<file path="config.mk">
export PLATFORM = sky130hd
export DESIGN_NAME = uart_param_flat
export DESIGN_NICKNAME = d
export VERILOG_FILES = /design/src/rtl/uart_param_if.sv /design/src/rtl/uart_param.sv /design/src/flat_wrapper.sv
export SDC_FILE = /design/constraint.sdc
export NUM_CORES = 1
export LEC_CHECK = 0
export ABC_CLOCK_PERIOD_IN_PS = 5150
export BUFFER_PORTS_ARGS = -buffer_cell sky130_fd_sc_hd__buf_2
export CORE_MARGIN = 4
export CORE_UTILIZATION = 30
export DETAILED_ROUTE_END_ITERATION = 10
export GPL_TIMING_DRIVEN = 1
export RECOVER_POWER = 100
export SLEW_MARGIN = 20
export SYNTH_ARGS = -nofsm -noshare
export SYNTH_HDL_FRONTEND = slang
export SYNTH_SLANG_ARGS = --single-unit
</file>
<file path="constraint.sdc">
create_clock -name clk -period 5.15 [get_ports clk]
set_clock_uncertainty 0.2 [all_clocks]
set_input_delay 1.03 -clock clk [delete_from_list [all_inputs] [get_ports clk]]
set_output_delay 1.03 -clock clk [all_outputs]
set_load 0.1 [all_outputs]
</file>
<file path="src/rtl/uart_param_if.sv">
// Bundles the UART byte-side handshakes and the two serial pins into one port.
// Latency: none; this file holds signals only.
// Backpressure: tx_valid/tx_ready for TX, rx_valid/rx_ack for RX.
interface uart_param_if #(
    parameter int DATA_BITS = 8
);
    logic                 tx_valid;
    logic [DATA_BITS-1:0] tx_data;
    logic                 tx_ready;
    logic                 tx;
    logic                 rx;
    logic                 parity_odd;
    logic [DATA_BITS-1:0] rx_data;
    logic                 rx_valid;
    logic                 rx_ack;
    logic                 rx_frame_err;
    logic                 rx_parity_err;
    logic                 rx_overrun;

    // UART side: consumes the TX byte and RX pin, produces everything else
    modport slave (
        input  tx_valid, tx_data, rx, parity_odd, rx_ack,
        output tx_ready, tx, rx_data, rx_valid, rx_frame_err, rx_parity_err, rx_overrun
    );

    // User side: mirror image of the UART
    modport master (
        output tx_valid, tx_data, rx, parity_odd, rx_ack,
        input  tx_ready, tx, rx_data, rx_valid, rx_frame_err, rx_parity_err, rx_overrun
    );
endinterface

</file>
<file path="src/rtl/uart_param.sv">
// Parameterised UART: TX serialiser, RX deserialiser with 2-flop sync, RX FIFO.
// Latency: tx low 1 cycle after accept; RX byte pushed 1 cycle after stop sample.
// Backpressure: tx_ready low while a frame is in flight; full FIFO drops with rx_overrun.
// Optional parity bit enabled by defining macro UART_PARITY_EN.
module uart_param #(
    parameter int CLK_FREQ   = 50000000,
    parameter int BAUD_RATE  = 115200,
    parameter int DATA_BITS  = 8,
    parameter int STOP_BITS  = 1,
    parameter int FIFO_DEPTH = 4
) (
    input  logic         clk,
    input  logic         rst_n,
    uart_param_if.slave  bus
);
    localparam int CPB   = CLK_FREQ / BAUD_RATE;
    localparam int CNT_W = $clog2(STOP_BITS * CPB + 1);
    localparam int AW    = $clog2(FIFO_DEPTH);

    localparam logic [CNT_W-1:0] BIT_END  = CNT_W'(CPB - 1);
    localparam logic [CNT_W-1:0] HALF_END = CNT_W'(CPB / 2 - 1);
    localparam logic [CNT_W-1:0] STOP_END = CNT_W'(STOP_BITS * CPB - 1);
    localparam logic [CNT_W-1:0] CNT_ONE  = CNT_W'(1);
    localparam logic [2:0]       LAST_BIT = 3'(DATA_BITS - 1);
    localparam logic [AW:0]      FULL_CNT = (AW + 1)'(FIFO_DEPTH);

    typedef enum logic [2:0] {S_IDLE, S_START, S_DATA, S_PARITY, S_STOP} state_t;

`ifdef UART_PARITY_EN
    localparam bit PAR_EN = 1'b1;
    logic par_sel;
    assign par_sel = bus.parity_odd;
`else
    localparam bit PAR_EN = 1'b0;
    logic par_sel;
    assign par_sel = 1'b0;
`endif

    // ---------------- TX ----------------
    state_t               tx_state_q, tx_state_d;
    logic [CNT_W-1:0]     tx_cnt_q, tx_cnt_d;
    logic [2:0]           tx_bit_q, tx_bit_d;
    logic [DATA_BITS-1:0] tx_shift_q, tx_shift_d;
    logic                 tx_par_q, tx_par_d;
    logic                 tx_q, tx_d;
    logic                 tx_ready_q, tx_ready_d;

    // TX next state: tx_q always carries the level of the bit currently on the line
    always_comb begin
        tx_state_d = tx_state_q;
        tx_cnt_d   = tx_cnt_q;
        tx_bit_d   = tx_bit_q;
        tx_shift_d = tx_shift_q;
        tx_par_d   = tx_par_q;
        tx_d       = tx_q;
        tx_ready_d = tx_ready_q;
        case (tx_state_q)
            S_IDLE: begin
                if (bus.tx_valid && tx_ready_q) begin
                    tx_shift_d = bus.tx_data;
                    tx_par_d   = (^bus.tx_data) ^ par_sel;
                    tx_cnt_d   = '0;
                    tx_state_d = S_START;
                    tx_d       = 1'b0;
                    tx_ready_d = 1'b0;
                end
            end
            S_START: begin
                if (tx_cnt_q == BIT_END) begin
                    tx_cnt_d   = '0;
                    tx_bit_d   = '0;
                    tx_state_d = S_DATA;
                    tx_d       = tx_shift_q[0];
                end else begin
                    tx_cnt_d = tx_cnt_q + CNT_ONE;
                end
            end
            S_DATA: begin
                if (tx_cnt_q == BIT_END) begin
                    tx_cnt_d = '0;
                    if (tx_bit_q == LAST_BIT) begin
                        tx_state_d = PAR_EN ? S_PARITY : S_STOP;
                        tx_d       = PAR_EN ? tx_par_q : 1'b1;
                    end else begin
                        tx_bit_d   = tx_bit_q + 3'd1;
                        tx_shift_d = tx_shift_q >> 1;
                        tx_d       = tx_shift_q[1];
                    end
                end else begin
                    tx_cnt_d = tx_cnt_q + CNT_ONE;
                end
            end
            S_PARITY: begin
                if (tx_cnt_q == BIT_END) begin
                    tx_cnt_d   = '0;
                    tx_state_d = S_STOP;
                    tx_d       = 1'b1;
                end else begin
                    tx_cnt_d = tx_cnt_q + CNT_ONE;
                end
            end
            S_STOP: begin
                // The whole stop period (one or two bits) is timed as one interval
                if (tx_cnt_q == STOP_END) begin
                    tx_cnt_d   = '0;
                    tx_state_d = S_IDLE;
                    tx_ready_d = 1'b1;
                end else begin
                    tx_cnt_d = tx_cnt_q + CNT_ONE;
                end
            end
            default: begin
                tx_state_d = S_IDLE;
                tx_d       = 1'b1;
                tx_ready_d = 1'b1;
            end
        endcase
    end

    // TX registers; reset aborts any frame and drives the line idle at once
    always_ff @(posedge clk or negedge rst_n) begin
        if (!rst_n) begin
            tx_state_q <= S_IDLE;
            tx_cnt_q   <= '0;
            tx_bit_q   <= '0;
            tx_shift_q <= '0;
            tx_par_q   <= 1'b0;
            tx_q       <= 1'b1;
            tx_ready_q <= 1'b1;
        end else begin
            tx_state_q <= tx_state_d;
            tx_cnt_q   <= tx_cnt_d;
            tx_bit_q   <= tx_bit_d;
            tx_shift_q <= tx_shift_d;
            tx_par_q   <= tx_par_d;
            tx_q       <= tx_d;
            tx_ready_q <= tx_ready_d;
        end
    end

    assign bus.tx       = tx_q;
    assign bus.tx_ready = tx_ready_q;

    // ---------------- RX ----------------
    logic                 rx_s1_q, rx_s2_q;
    logic                 rx_in;
    state_t               rx_state_q, rx_state_d;
    logic [CNT_W-1:0]     rx_cnt_q, rx_cnt_d;
    logic [2:0]           rx_bit_q, rx_bit_d;
    logic [DATA_BITS-1:0] rx_shift_q, rx_shift_d;
    logic                 rx_pbad_q, rx_pbad_d;
    logic                 rx_hold_q, rx_hold_d;
    logic                 rx_push_q, rx_push_d;
    logic                 rx_ferr_q, rx_ferr_d;
    logic                 rx_perr_q, rx_perr_d;

    assign rx_in = rx_s2_q;

    // Synchroniser for the asynchronous serial input; idles high
    always_ff @(posedge clk or negedge rst_n) begin
        if (!rst_n) begin
            rx_s1_q <= 1'b1;
            rx_s2_q <= 1'b1;
        end else begin
            rx_s1_q <= bus.rx;
            rx_s2_q <= rx_s1_q;
        end
    end

    // RX next state: mid-bit sampling; hold flag keeps IDLE after a framing error until the line is high
    always_comb begin
        rx_state_d = rx_state_q;
        rx_cnt_d   = rx_cnt_q;
        rx_bit_d   = rx_bit_q;
        rx_shift_d = rx_shift_q;
        rx_pbad_d  = rx_pbad_q;
        rx_hold_d  = rx_hold_q;
        rx_push_d  = 1'b0;
        rx_ferr_d  = 1'b0;
        rx_perr_d  = 1'b0;
        case (rx_state_q)
            S_IDLE: begin
                if (rx_hold_q) begin
                    if (rx_in) rx_hold_d = 1'b0;
                end else if (!rx_in) begin
                    rx_cnt_d   = '0;
                    rx_state_d = S_START;
                end
            end
            S_START: begin
                if (rx_cnt_q == HALF_END) begin
                    rx_cnt_d  = '0;
                    rx_bit_d  = '0;
                    rx_pbad_d = 1'b0;
                    // A line that is high again at mid-start was a glitch
                    rx_state_d = rx_in ? S_IDLE : S_DATA;
                end else begin
                    rx_cnt_d = rx_cnt_q + CNT_ONE;
                end
            end
            S_DATA: begin
                if (rx_cnt_q == BIT_END) begin
                    rx_cnt_d   = '0;
                    rx_shift_d = {rx_in, rx_shift_q[DATA_BITS-1:1]};
                    if (rx_bit_q == LAST_BIT) begin
                        rx_state_d = PAR_EN ? S_PARITY : S_STOP;
                    end else begin
                        rx_bit_d = rx_bit_q + 3'd1;
                    end
                end else begin
                    rx_cnt_d = rx_cnt_q + CNT_ONE;
                end
            end
            S_PARITY: begin
                if (rx_cnt_q == BIT_END) begin
                    rx_cnt_d   = '0;
                    rx_pbad_d  = rx_in != ((^rx_shift_q) ^ par_sel);
                    rx_state_d = S_STOP;
                end else begin
                    rx_cnt_d = rx_cnt_q + CNT_ONE;
                end
            end
            S_STOP: begin
                // Only the first stop bit is checked; errors are exclusive, framing first
                if (rx_cnt_q == BIT_END) begin
                    rx_cnt_d   = '0;
                    rx_state_d = S_IDLE;
                    if (!rx_in) begin
                        rx_ferr_d = 1'b1;
                        rx_hold_d = 1'b1;
                    end else if (rx_pbad_q) begin
                        rx_perr_d = 1'b1;
                    end else begin
                        rx_push_d = 1'b1;
                    end
                end else begin
                    rx_cnt_d = rx_cnt_q + CNT_ONE;
                end
            end
            default: rx_state_d = S_IDLE;
        endcase
    end

    // RX registers; reset discards any partial frame without flagging it
    always_ff @(posedge clk or negedge rst_n) begin
        if (!rst_n) begin
            rx_state_q <= S_IDLE;
            rx_cnt_q   <= '0;
            rx_bit_q   <= '0;
            rx_shift_q <= '0;
            rx_pbad_q  <= 1'b0;
            rx_hold_q  <= 1'b0;
            rx_push_q  <= 1'b0;
            rx_ferr_q  <= 1'b0;
            rx_perr_q  <= 1'b0;
        end else begin
            rx_state_q <= rx_state_d;
            rx_cnt_q   <= rx_cnt_d;
            rx_bit_q   <= rx_bit_d;
            rx_shift_q <= rx_shift_d;
            rx_pbad_q  <= rx_pbad_d;
            rx_hold_q  <= rx_hold_d;
            rx_push_q  <= rx_push_d;
            rx_ferr_q  <= rx_ferr_d;
            rx_perr_q  <= rx_perr_d;
        end
    end

    // ---------------- RX FIFO ----------------
    logic [DATA_BITS-1:0] mem_q [FIFO_DEPTH];
    logic [DATA_BITS-1:0] mem_d [FIFO_DEPTH];
    logic [AW-1:0]        wr_ptr_q, wr_ptr_d, rd_ptr_q, rd_ptr_d;
    logic [AW:0]          fifo_cnt_q, fifo_cnt_d;
    logic                 ovr_q, ovr_d;
    logic                 pop, push, full;

    // FIFO control: a pop in the same cycle frees the slot for a push into a full FIFO
    always_comb begin
        pop        = bus.rx_ack && (fifo_cnt_q != '0);
        full       = fifo_cnt_q == FULL_CNT;
        push       = rx_push_q && (!full || pop);
        ovr_d      = rx_push_q && full && !pop;
        mem_d      = mem_q;
        wr_ptr_d   = wr_ptr_q;
        rd_ptr_d   = rd_ptr_q;
        fifo_cnt_d = fifo_cnt_q;
        if (push) begin
            mem_d[wr_ptr_q] = rx_shift_q;
            wr_ptr_d        = wr_ptr_q + 1'b1;
        end
        if (pop) rd_ptr_d = rd_ptr_q + 1'b1;
        case ({push, pop})
            2'b10:   fifo_cnt_d = fifo_cnt_q + 1'b1;
            2'b01:   fifo_cnt_d = fifo_cnt_q - 1'b1;
            default: fifo_cnt_d = fifo_cnt_q;
        endcase
    end

    // FIFO storage and pointers; pointers wrap naturally at the power-of-two depth
    always_ff @(posedge clk or negedge rst_n) begin
        if (!rst_n) begin
            mem_q      <= '{default: '0};
            wr_ptr_q   <= '0;
            rd_ptr_q   <= '0;
            fifo_cnt_q <= '0;
            ovr_q      <= 1'b0;
        end else begin
            mem_q      <= mem_d;
            wr_ptr_q   <= wr_ptr_d;
            rd_ptr_q   <= rd_ptr_d;
            fifo_cnt_q <= fifo_cnt_d;
            ovr_q      <= ovr_d;
        end
    end

    assign bus.rx_data       = mem_q[rd_ptr_q];
    assign bus.rx_valid      = fifo_cnt_q != '0;
    assign bus.rx_frame_err  = rx_ferr_q;
    assign bus.rx_parity_err = rx_perr_q;
    assign bus.rx_overrun    = ovr_q;
endmodule

</file>
<file path="src/flat_wrapper.sv">
// flat-port wrapper written by rule: the top's interface ports become plain ports
module uart_param_flat 
#(
    parameter int CLK_FREQ   = 50000000,
    parameter int BAUD_RATE  = 115200,
    parameter int DATA_BITS  = 8,
    parameter int STOP_BITS  = 1,
    parameter int FIFO_DEPTH = 4
)
  (clk, rst_n, bus_tx_valid, bus_tx_data, bus_rx, bus_parity_odd, bus_rx_ack, bus_tx_ready, bus_tx, bus_rx_data, bus_rx_valid, bus_rx_frame_err, bus_rx_parity_err, bus_rx_overrun);
  uart_param_if #(.DATA_BITS(DATA_BITS)) bus_i ();
  input  logic clk;
  input  logic rst_n;
  input wire logic [$bits(bus_i.tx_valid)-1:0] bus_tx_valid;
  input wire logic [$bits(bus_i.tx_data)-1:0] bus_tx_data;
  input wire logic [$bits(bus_i.rx)-1:0] bus_rx;
  input wire logic [$bits(bus_i.parity_odd)-1:0] bus_parity_odd;
  input wire logic [$bits(bus_i.rx_ack)-1:0] bus_rx_ack;
  output wire logic [$bits(bus_i.tx_ready)-1:0] bus_tx_ready;
  output wire logic [$bits(bus_i.tx)-1:0] bus_tx;
  output wire logic [$bits(bus_i.rx_data)-1:0] bus_rx_data;
  output wire logic [$bits(bus_i.rx_valid)-1:0] bus_rx_valid;
  output wire logic [$bits(bus_i.rx_frame_err)-1:0] bus_rx_frame_err;
  output wire logic [$bits(bus_i.rx_parity_err)-1:0] bus_rx_parity_err;
  output wire logic [$bits(bus_i.rx_overrun)-1:0] bus_rx_overrun;
  assign bus_i.tx_valid = bus_tx_valid;
  assign bus_i.tx_data = bus_tx_data;
  assign bus_i.rx = bus_rx;
  assign bus_i.parity_odd = bus_parity_odd;
  assign bus_i.rx_ack = bus_rx_ack;
  assign bus_tx_ready = bus_i.tx_ready;
  assign bus_tx = bus_i.tx;
  assign bus_rx_data = bus_i.rx_data;
  assign bus_rx_valid = bus_i.rx_valid;
  assign bus_rx_frame_err = bus_i.rx_frame_err;
  assign bus_rx_parity_err = bus_i.rx_parity_err;
  assign bus_rx_overrun = bus_i.rx_overrun;
  uart_param #(.CLK_FREQ(CLK_FREQ), .BAUD_RATE(BAUD_RATE), .DATA_BITS(DATA_BITS), .STOP_BITS(STOP_BITS), .FIFO_DEPTH(FIFO_DEPTH)) u_core (.clk(clk), .rst_n(rst_n), .bus(bus_i));
endmodule
</file>
==> metrics.yaml <==
powerDensity_mw_per_mm2: 312
slew_viol_final: 64
cts_hold_buf: 0
ys_warn_count: 0
synth_edf_count: 0
grt_max_degree: 60
portBuffers: 26
swShare_pct: 25.6
startpoint_type: "flip-flop"
fin_nets: 460
avgSynthCellArea_um2: 12.1
drive_above_1_share_pct: 14.9
num_vias: 3144
finalWirelength_um: 9130
syn-cell-area_mm2: 0.00499
setup_viol: 0
drt-pass1-iter-count: 4
grt.overflow.total: 0
finalCritPeriodShare_pct: 69.2
synth_cell_types: 72
grt_pass1_vias: 3199
fin_setup_tns_ns: 0
max_slew_margin_pct: -28.9
die_h_um: 137
cts_sinks: 95
postRouteAntennaNets: 0
crit_fanout: 10
cp_data_required_time_ns: 3.92
grtUsageTotal_pct: 10.5
vdd_drop_max_mv: 0.151
die-area_mm2: 0.0187
tightest_slew_ns: 1.93
internal_power_uw: 1280
critical_path_class: "reg2out"
initial_core_util_pct: 31.1
fp-row-count: 46
rsz0062_at_grt: "false"
routed_via_density: 4.81
period_needed_ns: 3.56
clk_latency_ns: 0.34
clk_pin_slew_ns: 0.07
p_comb_share_pct: 9.6
status: "complete, but fails checks"
power.net_switching_uw: 440
dr.first_iter.drc_count: 167
cp.arrival_ns: 2.33
design.core.area_mm2: 0.0161
async_reset_ff_share_pct: 100
ctsResizeCount: 0
hold_class: "reg2reg"
dp.final_hpwl_um: 6290
fmax_ghz: 0.281
p_clk_share_pct: 42.6
htree_num_levels: 3
area_delta_synth_final_pct: 10.8
finalHoldViolations: 0
root_buffer: "clkbuf_16"
yosysSeqAreaShare_pct: 47.8
numCtsBuffers: 9
place_area_mm2: 0.00532
sequentialPowerShare_pct: 47.8
grt_pass1_wl_um: 15900
synth-seq-cells: 95
post_cts_buffers: 0
violations: "capacitance limit, slew limit"
endpoint_kind: "primary output"
ioPinCount: 28
drc: 0
syn-num-nets: 439
fin_area_mm2: 0.00552
grt_antenna_before_repair: 0
antenna_cells: 0
synthCells: 411
leakage_uw: 0.00253
clockBufferDepth: 2
synth_ff_type: "dfrtp_1"
cts_tree: "done"
drv_cap: 3
globalplace.congestion: 0.754
wire_per_inst_um: 14.0
die_width_um: 137
## worst max-delay path, cell delays in order (launching register included)
cell      delay [ns]
dfrtp_1         0.74
mux4_2          0.37
clkbuf_1        0.88
## stage by stage
stage | power (uW) | setup WS, ns | hold WS (ns) | cells | util, %
after CTS | 1760 | 1.83 | 0.161 | 653 | 35.2
after global placement | 1010 | 2.10 | 0.150 | 637 | 33.1
final | 1720 | 1.59 | 0.159 | 653 | 34.4
after global routing | 1810 | 1.28 | 0.163 | 653 | 34.4
after floorplan | 958 | 2.06 | 0.145 | 411 | -
after detailed placement | 1010 | 2.08 | 0.151 | 637 | 33.1
## cell families (layout without fill, tap and decap cells)
group / count (synthesis) / after routing / share of synthesized area (%)
and+or+nand+nor: 111 / 111 / 13.6
DFF: 95 / 95 / 47.8
AOI/OAI and AO/OA: 63 / 63 / 9.39
xor gates and xnor gates: 15 / 15 / 2.91
buffers and inverters: 35 / 61 / 2.99
muxes: 78 / 78 / 19.7
adders and majority gates: 14 / 14 / 3.66
## power groups by stage
stage               Combinational [uW]  Clock [uW]  Sequential, uW
floorplan                          164           0             793
global placement                   166           0             841
detailed placement                 170           0             840
CTS                                171         758             826
global route                       184         795             832
finish                             165         733             824
## worst paths after layout
kind	cells past startpoint	from	endpoint	slack [ns]
setup / recovery	2	u_core.rd_ptr_q[0]	bus_rx_data[7]	1.59
setup reg to reg	6	u_core.tx_cnt_q[1]	u_core.tx_shift_q[2]	2.16
hold reg to reg	0	u_core.rx_s1_q	u_core.rx_in	0.16
min in group asynchronous	1	rst_n	u_core.tx_state_q[2]	0.54
max in group asynchronous	2	rst_n	u_core.rx_bit_q[2]	1.90
hold / removal	0	u_core.rx_s1_q	u_core.rx_in	0.16
## synth_stat cells, types with 2 or more instances
cell / instances / area (um2)
and3_1: 3 / 18.8
a22o_1: 4 / 35.0
nor3_1: 9 / 45.0
nand3_1: 9 / 45.0
nor4b_1: 3 / 26.3
dfrtp_1: 91 / 2280
nand3b_1: 3 / 22.5
buf_1: 2 / 7.51
mux2i_1: 13 / 130
nand2_1: 31 / 116
o21ai_0: 12 / 60.1
o31ai_1: 2 / 15.0
nand4_1: 4 / 25.0
nor3_2: 2 / 20.0
a21oi_1: 12 / 60.1
nand2_4: 4 / 45.0
o41ai_1: 2 / 17.5
and4b_1: 2 / 20.0
mux4_2: 8 / 180
nor2_1: 11 / 41.3
clkbuf_1: 9 / 33.8
mux2_4: 8 / 120
o211ai_1: 4 / 30.0
o21ai_1: 7 / 35.0
nor2b_1: 5 / 31.3
xor2_1: 4 / 35.0
a31oi_1: 2 / 12.5
nor3b_1: 4 / 30.0
ha_1: 13 / 163
xnor2_1: 10 / 87.6
dfstp_2: 4 / 105
or3b_1: 3 / 26.3
and2_1: 2 / 12.5
buf_2: 5 / 25.0
mux2_2: 8 / 90.1
inv_1: 16 / 60.1
mux2_1: 41 / 462
nand2b_1: 3 / 18.8
o21a_1: 3 / 22.5
## cell usage in the layout, fill, tap and decap left out, types with 11 or more instances in the layout
master	count
dfrtp_1	91
mux2_1	41
o21ai_0	18
clkbuf_1	17
nor2_1	13
ha_1	13
nand2_1	35
inv_1	16
a21oi_1	12
nor3_1	11
mux2i_1	13
## area by class of cell
type	instances	area, um2
timing repair buffer	28	125
clock buffer	11	243
multi-input combinational	281	2350
fill	1579	10500
clock inverter	5	88.8
sequential	95	2380
tap	216	270
inverter	17	63.8
## flip-flops by register name, summed over array words and instances, names as in the netlist, 2 cells and up
register           count
u_core.rx_shift_q      8
u_core.rd_ptr_q        2
u_core.tx_cnt_q        9
u_core.wr_ptr_q        2
u_core.tx_state_q      3
u_core.rx_state_q      3
u_core.mem_q          32
u_core.rx_cnt_q        9
u_core.tx_bit_q        3
u_core.fifo_cnt_q      3
u_core.rx_bit_q        3
u_core.tx_shift_q      8
## metal layers
metal  track usage (%)  up-vias  part of all wire [%]
li1                  -     1530                     -
met1              13.7     1571                    48
met2              17.4       34                    48
met3              2.68        9                   2.9
met4              2.66        0                  0.88
met5                 0        -                     0
No activity file was read; power rests on OpenSTA's default activity.
